$ cat config.mk
export PLATFORM = sky130hd
export DESIGN_NAME = point_entry
export DESIGN_NICKNAME = d
export VERILOG_FILES = /design/src/rtl/point_entry_pkg.sv /design/src/rtl/button_debounce.sv /design/src/rtl/point_entry.sv
export SDC_FILE = /design/constraint.sdc
export NUM_CORES = 1
export LEC_CHECK = 0
export CAP_MARGIN = 0
export CORE_UTILIZATION = 30
export CTS_CLUSTER_SIZE = 25
export DETAILED_ROUTE_END_ITERATION = 12
export PLACE_DENSITY = 0.43
export SKIP_CTS_REPAIR_TIMING = 1
export SLEW_MARGIN = 25
export SYNTH_ARGS = -nofsm -noshare
export SYNTH_HDL_FRONTEND = slang
export SYNTH_SLANG_ARGS = --single-unit
$ cat constraint.sdc
create_clock -name clk -period 2.16 [get_ports clk]
set_clock_uncertainty 0.05 [all_clocks]
set_input_delay 0.432 -clock clk [delete_from_list [all_inputs] [get_ports clk]]
set_output_delay 0.432 -clock clk [all_outputs]
set_load 0.005 [all_outputs]
$ cat src/rtl/point_entry_pkg.sv
// -----------------------------------------------------------------------------
// point_entry_pkg
// Shared definitions for the point-entry block: default timing constants and
// the controller state encoding.
// -----------------------------------------------------------------------------
package point_entry_pkg;

    // 10 ms of stable level at 100 MHz before a button change is accepted.
    localparam int unsigned DEB_CYCLES_DEFAULT     = 32'd1000000;
    // 0.5 s at 100 MHz during which presses are ignored after a point.
    localparam int unsigned LOCKOUT_CYCLES_DEFAULT = 32'd50000000;

    // Controller states.
    typedef logic [1:0] state_t;
    localparam state_t ST_IDLE         = 2'd0;
    localparam state_t ST_ISSUE        = 2'd1;
    localparam state_t ST_LOCKOUT      = 2'd2;
    localparam state_t ST_WAIT_RELEASE = 2'd3;

endpackage

$ cat src/rtl/button_debounce.sv
// -----------------------------------------------------------------------------
// button_debounce
// Synchronizes one raw bouncy button, debounces it and produces a single-cycle
// registered pulse on each accepted 0->1 change of the debounced level.
//   clk    : system clock
//   reset  : synchronous, active-low
//   btn    : raw asynchronous button, active-high
//   level  : debounced level (resets to 1 so a held button is not a press)
//   press  : one-cycle pulse after the debounced level rises
// -----------------------------------------------------------------------------
module button_debounce
    import point_entry_pkg::*;
#(
    parameter int unsigned DEB_CYCLES = DEB_CYCLES_DEFAULT
) (
    input  logic clk,
    input  logic reset,
    input  logic btn,
    output logic level,
    output logic press
);

    localparam int W = $clog2(DEB_CYCLES + 1);
    localparam logic [W-1:0] DEB_LAST = W'(DEB_CYCLES - 1);
    localparam logic [W-1:0] CNT_ONE  = W'(1);

    logic         sync1_r;
    logic         sync2_r;
    logic         deb_r;
    logic         deb_prev_r;
    logic         press_r;
    logic [W-1:0] cnt_r;

    // Synchronizer, debounce counter and rising-edge pulse.
    always_ff @(posedge clk) begin
        if (!reset) begin
            sync1_r    <= 1'b0;
            sync2_r    <= 1'b0;
            deb_r      <= 1'b1;
            deb_prev_r <= 1'b1;
            press_r    <= 1'b0;
            cnt_r      <= '0;
        end else begin
            sync1_r    <= btn;
            sync2_r    <= sync1_r;
            deb_prev_r <= deb_r;
            press_r    <= deb_r & ~deb_prev_r;
            // Count consecutive cycles of disagreement; any agreement restarts.
            if (sync2_r != deb_r) begin
                if (cnt_r == DEB_LAST) begin
                    deb_r <= sync2_r;
                    cnt_r <= '0;
                end else begin
                    cnt_r <= cnt_r + CNT_ONE;
                end
            end else begin
                cnt_r <= '0;
            end
        end
    end

    assign level = deb_r;
    assign press = press_r;

endmodule

$ cat src/rtl/point_entry.sv
// -----------------------------------------------------------------------------
// point_entry
// Turns two bouncy team buttons into single-cycle point strobes, with a
// lockout after every point and a conflict pulse on simultaneous presses.
//   clk       : system clock
//   reset     : synchronous, active-low
//   btn1/btn2 : raw team buttons, active-high
//   enable    : 1 allows new points to be entered
//   one_point : one-cycle point strobe
//   team      : 1 = team 1, 0 = team 2; held until the next point
//   busy      : 1 while in lockout or waiting for both buttons released
//   conflict  : one-cycle pulse when both buttons press together
// -----------------------------------------------------------------------------
module point_entry
    import point_entry_pkg::*;
#(
    parameter int unsigned DEB_CYCLES     = DEB_CYCLES_DEFAULT,
    parameter int unsigned LOCKOUT_CYCLES = LOCKOUT_CYCLES_DEFAULT
) (
    input  logic clk,
    input  logic reset,
    input  logic btn1,
    input  logic btn2,
    input  logic enable,
    output logic one_point,
    output logic team,
    output logic busy,
    output logic conflict
);

    localparam int LW = $clog2(LOCKOUT_CYCLES + 1);
    localparam logic [LW-1:0] LOCK_LAST = LW'(LOCKOUT_CYCLES - 1);
    localparam logic [LW-1:0] LOCK_ONE  = LW'(1);

    logic          level1_s;
    logic          level2_s;
    logic          press1_s;
    logic          press2_s;
    state_t        state_r;
    state_t        state_next_s;
    logic [LW-1:0] lock_cnt_r;
    logic          one_point_r;
    logic          team_r;
    logic          busy_r;
    logic          conflict_r;

    button_debounce #(.DEB_CYCLES(DEB_CYCLES)) u_deb1 (
        .clk   (clk),
        .reset (reset),
        .btn   (btn1),
        .level (level1_s),
        .press (press1_s)
    );

    button_debounce #(.DEB_CYCLES(DEB_CYCLES)) u_deb2 (
        .clk   (clk),
        .reset (reset),
        .btn   (btn2),
        .level (level2_s),
        .press (press2_s)
    );

    // Next-state decode; presses outside IDLE are simply not looked at.
    always_comb begin
        state_next_s = state_r;
        case (state_r)
            ST_IDLE: begin
                if (enable && press1_s && press2_s) begin
                    state_next_s = ST_WAIT_RELEASE;
                end else if (enable && (press1_s || press2_s)) begin
                    state_next_s = ST_ISSUE;
                end else begin
                    state_next_s = ST_IDLE;
                end
            end
            ST_ISSUE: begin
                state_next_s = ST_LOCKOUT;
            end
            ST_LOCKOUT: begin
                if (lock_cnt_r == LOCK_LAST) begin
                    state_next_s = ST_WAIT_RELEASE;
                end else begin
                    state_next_s = ST_LOCKOUT;
                end
            end
            ST_WAIT_RELEASE: begin
                if (!level1_s && !level2_s) begin
                    state_next_s = ST_IDLE;
                end else begin
                    state_next_s = ST_WAIT_RELEASE;
                end
            end
            default: begin
                state_next_s = ST_WAIT_RELEASE;
            end
        endcase
    end

    // State, lockout counter and registered outputs.
    always_ff @(posedge clk) begin
        if (!reset) begin
            state_r     <= ST_WAIT_RELEASE;
            lock_cnt_r  <= '0;
            one_point_r <= 1'b0;
            team_r      <= 1'b0;
            busy_r      <= 1'b1;
            conflict_r  <= 1'b0;
        end else begin
            state_r     <= state_next_s;
            one_point_r <= (state_r == ST_ISSUE);
            conflict_r  <= (state_r == ST_IDLE) && enable && press1_s && press2_s;
            busy_r      <= (state_next_s == ST_LOCKOUT) || (state_next_s == ST_WAIT_RELEASE);
            // The counter only runs while staying in LOCKOUT, so each lockout starts at 0.
            if ((state_r == ST_LOCKOUT) && (state_next_s == ST_LOCKOUT)) begin
                lock_cnt_r <= lock_cnt_r + LOCK_ONE;
            end else begin
                lock_cnt_r <= '0;
            end
            // Exactly one press is present on this transition; btn1 means team 1.
            if ((state_r == ST_IDLE) && (state_next_s == ST_ISSUE)) begin
                team_r <= press1_s;
            end else begin
                team_r <= team_r;
            end
        end
    end

    assign one_point = one_point_r;
    assign team      = team_r;
    assign busy      = busy_r;
    assign conflict  = conflict_r;

endmodule

==> impl_summary.md, run 1 <==
CTS
Clock tree synthesis selected as its root buffer the cell sky130_fd_sc_hd__clkbuf_16. The source-to-sink clock delay at the later pin of the worst-skew pair is 330 ps. The TritonCTS clock tree is built. Clock tree synthesis found a total of 82 sinks. The number of buffers inserted during clock tree synthesis is 9.

No sink is reached through more buffers than the 2 on the longest clock path. The clock tree synthesis step divided the H-tree into 3 levels. The clock input transition at the sequential cells of the worst setup and hold paths is 60 ps.

Floorplanning
The standard-cell row count is 38. After floorplanning, the core was sized to cover 11000 um^2. The horizontal die dimension is 109 um. The initial utilization of the core area, before any placement, comes to 31.4%. The area of the die is 12000 um^2. Pin placement for this block handled 9 I/O pins. The floorplan step set the die height to 109 um.

Global route
The residual overflow from global routing is 0. The largest net degree at the start of global routing is 27. The global-route wire length before repair is 11100 um. The number of antenna violations at the first check in global routing is 0. The total global-route track usage is 12.3%. The number of global-route vias before repair is 2364.

Yosys
sky130_fd_sc_hd__dfxtp_1 is the most common cell in the netlist. The count of mapped cells out of synthesis is 379. The mux contribution to synthesized area is 0.904%.

The top-area cell type share of the netlist area is 47.5%. The cell area after synthesis is 3460 um^2. In the post-synthesis netlist, the biggest area contributors are sky130_fd_sc_hd__dfxtp_1 (47%), sky130_fd_sc_hd__xor2_1 (11%), sky130_fd_sc_hd__nor2_1 (8.8%), sky130_fd_sc_hd__xnor2_1 (5.1%), sky130_fd_sc_hd__nand3_1 (3.8%).

By area, the combinational part of the netlist is dominated by simple AND/OR/NAND/NOR gates. The number of warnings printed during yosys synthesis is 0. The basic-gate share of the synthesized area counting and, or, nand and nor cells is 30.7%. Counting flops with a built-in enable in the synthesized netlist gives 0. The synthesized area per cell is 9.12 um^2. After Yosys synthesis, full adders, half adders and majority gates account for 1.09% of the synthesized area.

The number of flip-flops and latches in the synthesized netlist is 82. The area share of xor/xnor cells in the synthesized design is 15.7%. Summing the areas of all compound-gate instances in the mapped netlist gives 1.48% of the synthesized area.

The dominant register cell in the synthesized netlist is sky130_fd_sc_hd__dfxtp_1. The synthesized netlist net count is 387. Counting instances in the post-synthesis netlist gives the leading cell types as sky130_fd_sc_hd__dfxtp_1 (82), sky130_fd_sc_hd__nor2_1 (81), sky130_fd_sc_hd__xor2_1 (42). Of all flip-flops after synthesis, the portion carrying an async set or reset was 0%. The largest total area in the synthesized netlist belongs to sky130_fd_sc_hd__dfxtp_1. Sequential elements use 47.5% of the synthesized area. After synthesis, the netlist uses 38 different library cells.

Cells and area
The area used by sequential logic in the layout is 1640 um^2. The layout filler cell count is 1151. The multi-input combinational cells in the finished layout cover a total of 1720 um^2.

The fraction of final layout cells sized beyond drive strength 1 is 8.44%. The total inserted antenna cells is 0. Cells fill 36.7% of the core in the end. Relative to the synthesized area, the layout overhead comes to 17.2%. The final net count is 406.

The finished layout holds 543 standard cells, fillers aside.

Power
The switching power is 0.000611 W. The internal portion of total power is 0.00257 W. Sequential cells burn 48.2% of the power.

For this design the static power due to leakage is 1.39 nW. The clock network accounts for 50.0% of the total power. The maximum VDD drop is 0.000408 V. Per report_power, the combinational group accounts for 1.8% of the total. Net switching is 19.2% of the power. The power density over cell area is 786 nW/um^2.

Worst setup path
The kind of capture point of the worst setup path is a flip-flop. Across all register-to-register paths, the minimum setup slack is 200 ps. The most frequent cell on the critical path is sky130_fd_sc_hd__nor2_1. For this run, the slowest stage of the critical path takes 560 ps.

The path type of the worst setup path is reg -> reg. The signal on the critical path passes through ha_1 -> nand2_1 -> nor2_1 -> and4b_1 -> or2_1 -> nor2_1. For the worst setup path, the data required time is 2300 ps. The kind of launch point of the worst setup path is a flip-flop. The data arrival time at the worst-slack endpoint is 2100 ps.

The slowest cell on the critical path is sky130_fd_sc_hd__or2_1. The biggest fanout along the worst timing path is 19.

Placement
The total of buffers placed on input and output ports is 8. The congestion estimate from routability-driven global placement came to 0.722. The final HPWL from detailed placement is 4480 um. Once placement completed, the tool counted placed cells totaling 527.

Timing
After layout, the minimum clock period comes to 1960 ps. The final count of negative-setup-slack endpoints is 0. The final number of hold-violating endpoints was 0. The total count of max-transition violations in the final report is 0. The worst path uses 90.7% of the clock period. The transition time of the tightest slew-check pin is 672 ps. Setup repair after global routing left no endpoint under its margin.

The sum of negative setup slack is 0 ps. The worst pin sits at a relative slew slack of 55.2%. The fmax is 0.510 GHz.

Routing
For this run, design rule violations remaining after detail routing come to 0. The first routing iteration left 109 violations. The total number of vias is 2495. In the final routed layout, each cell accounts on average for 12.0 um. The final antenna-violating net count is 0. The pre-antenna-repair detailed-routing pass consisted of 4 iterations.

Dividing the detail-routed via count by the number of cells gives 4.59. For this block, the routed nets add up to 6500 um of wire.

Run status
The flow ran to the end, and the final reports show no timing, DRC or antenna violations.

Worst hold path
The worst hold path belongs to the class reg -> reg.

Run
The number of max-cap violations is 0.
-- worst paths after layout --
check / start / to / cells after the start
hold reg to reg: u_deb2.deb_prev_r / u_deb2.press / 1
setup reg to reg: u_deb2.cnt_r[0] / u_deb2.cnt_r[10] / 6
setup / recovery: u_deb2.cnt_r[0] / u_deb2.cnt_r[10] / 6
hold / removal: u_deb2.deb_prev_r / u_deb2.press / 1
-- stage by stage --
step / instance area [um^2] / hold WS [ps] / total power, W / worst slack [ps]
6_report: 4050 / 330 / 0.00318 / 201
5_1_grt: 4050 / 355 / 0.00332 / 4.54
4_1_cts: 4050 / 332 / 0.00326 / 135
3_5_place_dp: 3730 / 324 / 0.00163 / 146
3_3_place_gp: 3730 / 321 / 0.00163 / 153
2_1_floorplan: 3460 / 317 / 0.00160 / 325
-- per-layer routing --
layer  vias to the layer above  wire length (um)  GRT usage, %
met4                         0               141          6.00
met5                         -                 0             0
met1                      1143              3480          16.3
met3                        11               207          4.45
met2                        22              2680          17.7
li1                       1319                 -             -
-- layout make-up --
cell class,count,share of cell area [%]
clock buffers,15,7.10
clock inverters,1,0.741
inverters,7,0.648
multi-input cells,280,42.5
flip-flops and latches,82,40.5
well taps,140,4.32
repair buffers,18,4.14
-- worst max-delay path, delay by kind of cell (launching register included) --
kind	cells	cell delay, ps
flip-flops	1	370
adder cells (fa/ha/maj)	1	230
AND/OR/NAND/NOR	5	1160
-- registers in the layout (all words and copies together), names as in the netlist --
| register | count |
|---|---|
| u_deb2.sync1_r | 1 |
| one_point | 1 |
| u_deb1.sync1_r | 1 |
| u_deb2.level | 1 |
| team | 1 |
| u_deb1.press | 1 |
| state_r | 2 |
| u_deb2.cnt_r | 20 |
| u_deb1.deb_prev_r | 1 |
| u_deb2.sync2_r | 1 |
| u_deb2.press | 1 |
| u_deb1.level | 1 |
| busy | 1 |
| conflict | 1 |
| u_deb2.deb_prev_r | 1 |
| lock_cnt_r | 26 |
| u_deb1.cnt_r | 20 |
| u_deb1.sync2_r | 1 |
-- placed cells by master (no fill, tap or decap), types with 3 or more instances in the layout --
cell type and count:
sky130_fd_sc_hd__and4_1 4, sky130_fd_sc_hd__nor4_2 3, sky130_fd_sc_hd__nor4b_1 4, sky130_fd_sc_hd__buf_4 9
sky130_fd_sc_hd__nand2_1 31, sky130_fd_sc_hd__nor2_1 81, sky130_fd_sc_hd__nand2b_1 3, sky130_fd_sc_hd__clkbuf_16 9
sky130_fd_sc_hd__inv_1 7, sky130_fd_sc_hd__dfxtp_1 82, sky130_fd_sc_hd__nand3_1 26, sky130_fd_sc_hd__clkdlybuf4s50_1 8
sky130_fd_sc_hd__or4b_1 3, sky130_fd_sc_hd__ha_1 3, sky130_fd_sc_hd__and3_1 8, sky130_fd_sc_hd__xnor2_1 20
sky130_fd_sc_hd__xor2_1 42, sky130_fd_sc_hd__and2_1 5, sky130_fd_sc_hd__nor4_1 6, sky130_fd_sc_hd__nor3_1 6
sky130_fd_sc_hd__clkbuf_8 4, sky130_fd_sc_hd__nand4_1 15
-- power by group through the flow --
stage	Combinational, W	Clock (W)	Sequential [W]
after floorplan	0.0000390	0	0.00156
after global placement	0.0000591	0	0.00157
after detailed placement	0.0000591	0	0.00157
after CTS	0.0000596	0.00166	0.00153
after global routing	0.0000658	0.00172	0.00153
final	0.0000576	0.00159	0.00153
-- kinds of logic (layout without fill, tap and decap cells) --
| family | after synthesis | after routing |
|---|---|---|
| flops | 82 | 82 |
| buf+inv | 17 | 41 |
| simple gates | 205 | 205 |
| compound gates | 7 | 7 |
| fa+ha+maj | 3 | 3 |
| mux | 3 | 3 |
| xor+xnor | 62 | 62 |
Power figures use the tool's default switching activity.
==> inputs of run 2 (changes only) <==
ABC_AREA = 0   (was not set)
HOLD_SLACK_MARGIN = 0.12   (was not set)
==> results of run 2 <==
No change in the layout: final DEF, timing and power equal those of run 1.
==> inputs of run 3 (changes only) <==
ABC_AREA = 1   (was 0)
MAX_ROUTING_LAYER = met4   (was not set)
PLACE_DENSITY = 0.42   (was 0.43)
clock period = 2.2 ns   (was 2.16 ns; I/O delays follow)
==> run 3 against run 2 <==
Register-to-register slack gained 240 ps. Critical path depth grew 4. Fmax grew 11%. Total power shrank 2.0%. Design area grew 12%. Highest routed layer unchanged. Cell count grew 37%. Synthesized cell count grew 46%. Non-clock buffer count shrank 8. Count of clock-buffer cells in the layout shrank 4.
==> impl_summary.md, run 3 <==
Run status
Status: finished, final reports clean (unchanged).

CTS
The number of buffers inserted during clock tree synthesis is 9 (unchanged). The clock sink total is 82 (unchanged). The cell chosen for the clock root is sky130_fd_sc_hd__clkbuf_16 (unchanged). The maximum clock path buffer count is 2 (unchanged). The source-to-sink clock delay at the later pin of the worst-skew pair is 340 ps (was 330 ps).

The maximum level of the CTS H-tree came to 3 (unchanged). The TritonCTS clock tree is built (unchanged). The clock input transition at the sequential cells of the worst setup and hold paths is 60 ps (about the same).

Power
The fraction of power spent switching nets is 21.2% (was 19.2%). The power share of the sequential group is 48.2% (about the same). The logic gate share of total power is 1.7% (was 1.8%). The power density over cell area came to 689 nW/um^2 (was 786 nW/um^2).

The internal portion of total power is 0.00246 W (was 0.00257 W). The maximum VDD drop is 0.000584 V (was 0.000408 V). The static power due to leakage is 1.61 nW (was 1.39 nW). The part of the total power dissipated in the clock network is 50.1% (was 50.0%). The switching power came to 0.000661 W (was 0.000611 W).

Worst hold path
The launch instance of the worst min-delay path is u_deb1.deb_prev_r (was u_deb2.deb_prev_r). The hold path endpoint is u_deb1.press (was u_deb2.press). The classification of the worst-slack hold path was reg -> reg (unchanged).

The worst hold path depth is 1 (unchanged).

Timing
The final worst setup slack is 437 ps (was 201 ps). The portion of the clock cycle consumed by the worst path in the final layout was 80.1% (was 90.7%). Unrepaired setup endpoints after global routing: no (unchanged). The fmax is 0.567 GHz (was 0.510 GHz). The final count of negative-setup-slack endpoints is 0 (unchanged).

The sum of negative setup slack was 0 ps (unchanged). The total count of max-transition violations in the final report is 0 (unchanged). The transition time of the tightest slew-check pin was 395 ps (was 672 ps). The shortest period the worst path allows is 1760 ps (was 1960 ps). The worst relative slew slack is 73.6% (was 55.2%). The final number of hold-violating endpoints is 0 (unchanged).

Placement
The total of buffers placed on input and output ports is 8 (unchanged). The final HPWL from detailed placement is 6110 um (was 4480 um). The weighted congestion at the end of routability-driven global placement came to 0.802 (was 0.722).

The worst setup slack before clock tree synthesis came to 268 ps (was 146 ps). The instance area at placement is 4210 um^2 (was 3730 um^2).

Floorplanning
The horizontal die dimension is 117 um (was 109 um). The count of boundary I/O pins is 9 (unchanged). The die span in y is 117 um (was 109 um).

The initial core utilization is 31.1% (was 31.4%). The area of the die is 13700 um^2 (was 12000 um^2). The standard-cell row count came to 41 (was 38). The core outline area is 12700 um^2 (was 11000 um^2).

Global route
The largest net degree at the start of global routing is 27 (unchanged). The global-route wire length before repair was 14500 um (was 11100 um). The global routing met2 resource utilization is 22.7% (was 17.7%).

The most congested layer reported by global routing was met2 (unchanged). The residual overflow from global routing is 0 (unchanged). The total global-route track usage is 14.3% (was 12.3%).

The met1 track utilization from global routing is 17.1% (was 16.3%). The number of antenna violations at the first check in global routing is 0 (unchanged). The met3 track demand over resource in global routing is 4.17% (was 4.45%). The number of global-route vias before repair is 3145 (was 2364).

Cells and area
Most frequent cells in the layout: sky130_fd_sc_hd__nand2_1 (122), sky130_fd_sc_hd__nor2_1 (106), sky130_fd_sc_hd__dfxtp_1 (82), sky130_fd_sc_hd__inv_1 (70), sky130_fd_sc_hd__nand3_1 (31) (was sky130_fd_sc_hd__dfxtp_1 (82), sky130_fd_sc_hd__nor2_1 (81), sky130_fd_sc_hd__xor2_1 (42), sky130_fd_sc_hd__nand2_1 (31), sky130_fd_sc_hd__nand3_1 (26)). The number of flip-flops under the largest register name was 26 (unchanged). The most common library cell in the layout ignoring fill and taps is sky130_fd_sc_hd__nand2_1 (was sky130_fd_sc_hd__dfxtp_1).

The fraction of final layout cells sized beyond drive strength 1 is 7.49% (was 8.44%). The total inserted antenna cells was 0 (unchanged). The register name with the most flops is lock_cnt_r (unchanged). The layout overhead on the synthesized area is 14.4% (was 17.2%).

The final cell area excluding filler cells was 4530 um^2 (was 4050 um^2). The final net count is 577 (was 406). Largest regs: lock_cnt_r (26), u_deb1.cnt_r (20), u_deb2.cnt_r (20) (unchanged).

Yosys
Commonest cells in the synthesized netlist: sky130_fd_sc_hd__nand2_1 (122), sky130_fd_sc_hd__nor2_1 (106), sky130_fd_sc_hd__dfxtp_1 (82) (was sky130_fd_sc_hd__dfxtp_1 (82), sky130_fd_sc_hd__nor2_1 (81), sky130_fd_sc_hd__xor2_1 (42)). The number of warnings printed during yosys synthesis is 0 (unchanged). The number of flops mapped to enable cells by yosys was 0 (unchanged).

Largest cells by area after synthesis: sky130_fd_sc_hd__dfxtp_1 (41%), sky130_fd_sc_hd__nand2_1 (12%), sky130_fd_sc_hd__nor2_1 (10%), sky130_fd_sc_hd__inv_1 (6.6%), sky130_fd_sc_hd__xor2_1 (4.4%) (was sky130_fd_sc_hd__dfxtp_1 (47%), sky130_fd_sc_hd__xor2_1 (11%), sky130_fd_sc_hd__nor2_1 (8.8%), sky130_fd_sc_hd__xnor2_1 (5.1%), sky130_fd_sc_hd__nand3_1 (3.8%)). The dominant register cell in the synthesized netlist is sky130_fd_sc_hd__dfxtp_1 (unchanged). The register area share after synthesis is 41.5% (was 47.5%).

The number of flip-flops and latches in the synthesized netlist is 82 (unchanged). The synthesized area per cell is 7.16 um^2 (was 9.12 um^2). The cell area after synthesis came to 3960 um^2 (was 3460 um^2).

The count of mapped cells out of synthesis is 553 (was 379). The largest area contributor in the synthesized netlist was sky130_fd_sc_hd__dfxtp_1 (unchanged). The cell with the most instances after synthesis is sky130_fd_sc_hd__nand2_1 (was sky130_fd_sc_hd__dfxtp_1). The fraction of registers with async set/reset is 0% (unchanged). The synthesized netlist net count is 561 (was 387). The top-area cell type share of the netlist area is 41.5% (was 47.5%). The distinct cell type count of the synthesized netlist is 31 (was 38).

Routing
The total number of vias came to 3278 (was 2495). The DRC violations left is 0 (unchanged). The routed wirelength normalized by instance count was 11.1 um (was 12.0 um). The final antenna-violating net count came to 0 (unchanged). The total wire length is 8260 um (was 6500 um). The starting DRC count in detailed routing was 143 (was 109).

The via-per-instance ratio is 4.39 (was 4.59). The number of iterations in the first detailed-routing pass was 6 (was 4).

Worst setup path
The worst flop-to-flop path startpoint was lock_cnt_r[0] (was u_deb2.cnt_r[0]). Critical Path, Cell by Cell: ha_1 -> nand3_2 -> clkinv_2 -> nand2_1 -> nor2_1 -> nand2_1 -> nand2_2 -> inv_2 -> nand3b_4 -> nor2_1 (was ha_1 -> nand2_1 -> nor2_1 -> and4b_1 -> or2_1 -> nor2_1). The data arrival time at the worst-slack endpoint is 1930 ps (was 2100 ps).

The kind of launch point of the worst setup path is a flip-flop (unchanged). The kind of capture point of the worst setup path is a flip-flop (unchanged). The path type of the worst setup path is reg -> reg (unchanged).

The delay of the slowest cell on the worst path came to 390 ps (was 560 ps). The slowest cell on the critical path is sky130_fd_sc_hd__dfxtp_1 (was sky130_fd_sc_hd__or2_1). The data required time of the worst path is 2370 ps (was 2300 ps). The destination of the worst register-to-register timing path is lock_cnt_r[13] (was u_deb2.cnt_r[10]). The cell count of the worst reg-to-reg path is 10 (was 6). The biggest fanout along the worst timing path was 26 (was 19). The register-to-register setup slack is 440 ps (was 200 ps).

Run
The number of max-cap violations is 0 (unchanged).
run 3: cell count changes in the layout (fill, tap and decap cells not counted), sizes merged, moves of 7 or more:
| cell | before | now |
|---|---|---|
| a21oi | 0 | 17 |
| and3 | 8 | 1 |
| buf | 10 | 2 |
| inv | 7 | 72 |
| nand2 | 31 | 127 |
| nand3 | 26 | 33 |
| nand3b | 0 | 9 |
| nor2 | 82 | 113 |
| nor3 | 7 | 19 |
| nor4 | 9 | 0 |
| xor2 | 42 | 20 |
run 3: cell type report:
| cell class | instances | area [um^2] |
|---|---|---|
| inverter | 73 | 275 |
| fill | 1425 | 8190 |
| sequential | 82 | 1640 |
| clock buffer | 11 | 253 |
| clock inverter | 5 | 62.6 |
| tap | 172 | 215 |
| timing repair buffer | 10 | 95.1 |
| multi-input combinational | 393 | 1990 |
run 3: through the flow:
step / util (%) / power (W) / hold slack (ps) / std cells
2_1_floorplan: - / 0.00157 / 325 / 553
3_3_place_gp: 33.1 / 0.00159 / 332 / 730
3_5_place_dp: 33.1 / 0.00159 / 329 / 730
4_1_cts: 35.6 / 0.00319 / 337 / 746
5_1_grt: 35.6 / 0.00326 / 345 / 746
6_report: 35.6 / 0.00312 / 340 / 746
run 3: logic make-up after synthesis:
logic type,count (synthesis),share of synthesized area (%)
compound gates,28,3.63
xor+xnor,36,7.96
buf+inv,78,8.38
flops,82,41.5
fa+ha+maj,3,0.948
simple gates,326,37.6
run 3: critical path: cells and delay by family, from the launching register on:
family | cells | cell delay, ps
simple gates | 7 | 800
flops | 1 | 390
fa+ha+maj | 1 | 220
buf+inv | 2 | 160
run 3: layer usage:
layer,share of wire [%],vias to the layer above
li1,-,1774
met1,50,1470
met2,46,26
met3,3.0,8
met4,1.3,0
met5,0,-
run 3: worst max path at each step:
| stage | to | depth (start not counted) | from |
|---|---|---|---|
| 2_1_floorplan | lock_cnt_r[12] | 11 | lock_cnt_r[0] |
| 3_3_place_gp | u_deb2.cnt_r[19] | 5 | reset |
| 3_5_place_dp | u_deb2.cnt_r[16] | 5 | reset |
| 4_1_cts | lock_cnt_r[13] | 10 | lock_cnt_r[0] |
| 5_1_grt | lock_cnt_r[6] | 10 | lock_cnt_r[0] |
| 6_report | lock_cnt_r[13] | 10 | lock_cnt_r[0] |
run 3: power by group through the flow:
stage	combinational, W	clock (W)	sequential (W)
detailed placement	0.0000536	0	0.00154
CTS	0.0000540	0.00163	0.00150
floorplan	0.0000371	0	0.00154
global route	0.0000603	0.00169	0.00151
finish	0.0000522	0.00156	0.00151
global placement	0.0000531	0	0.00154
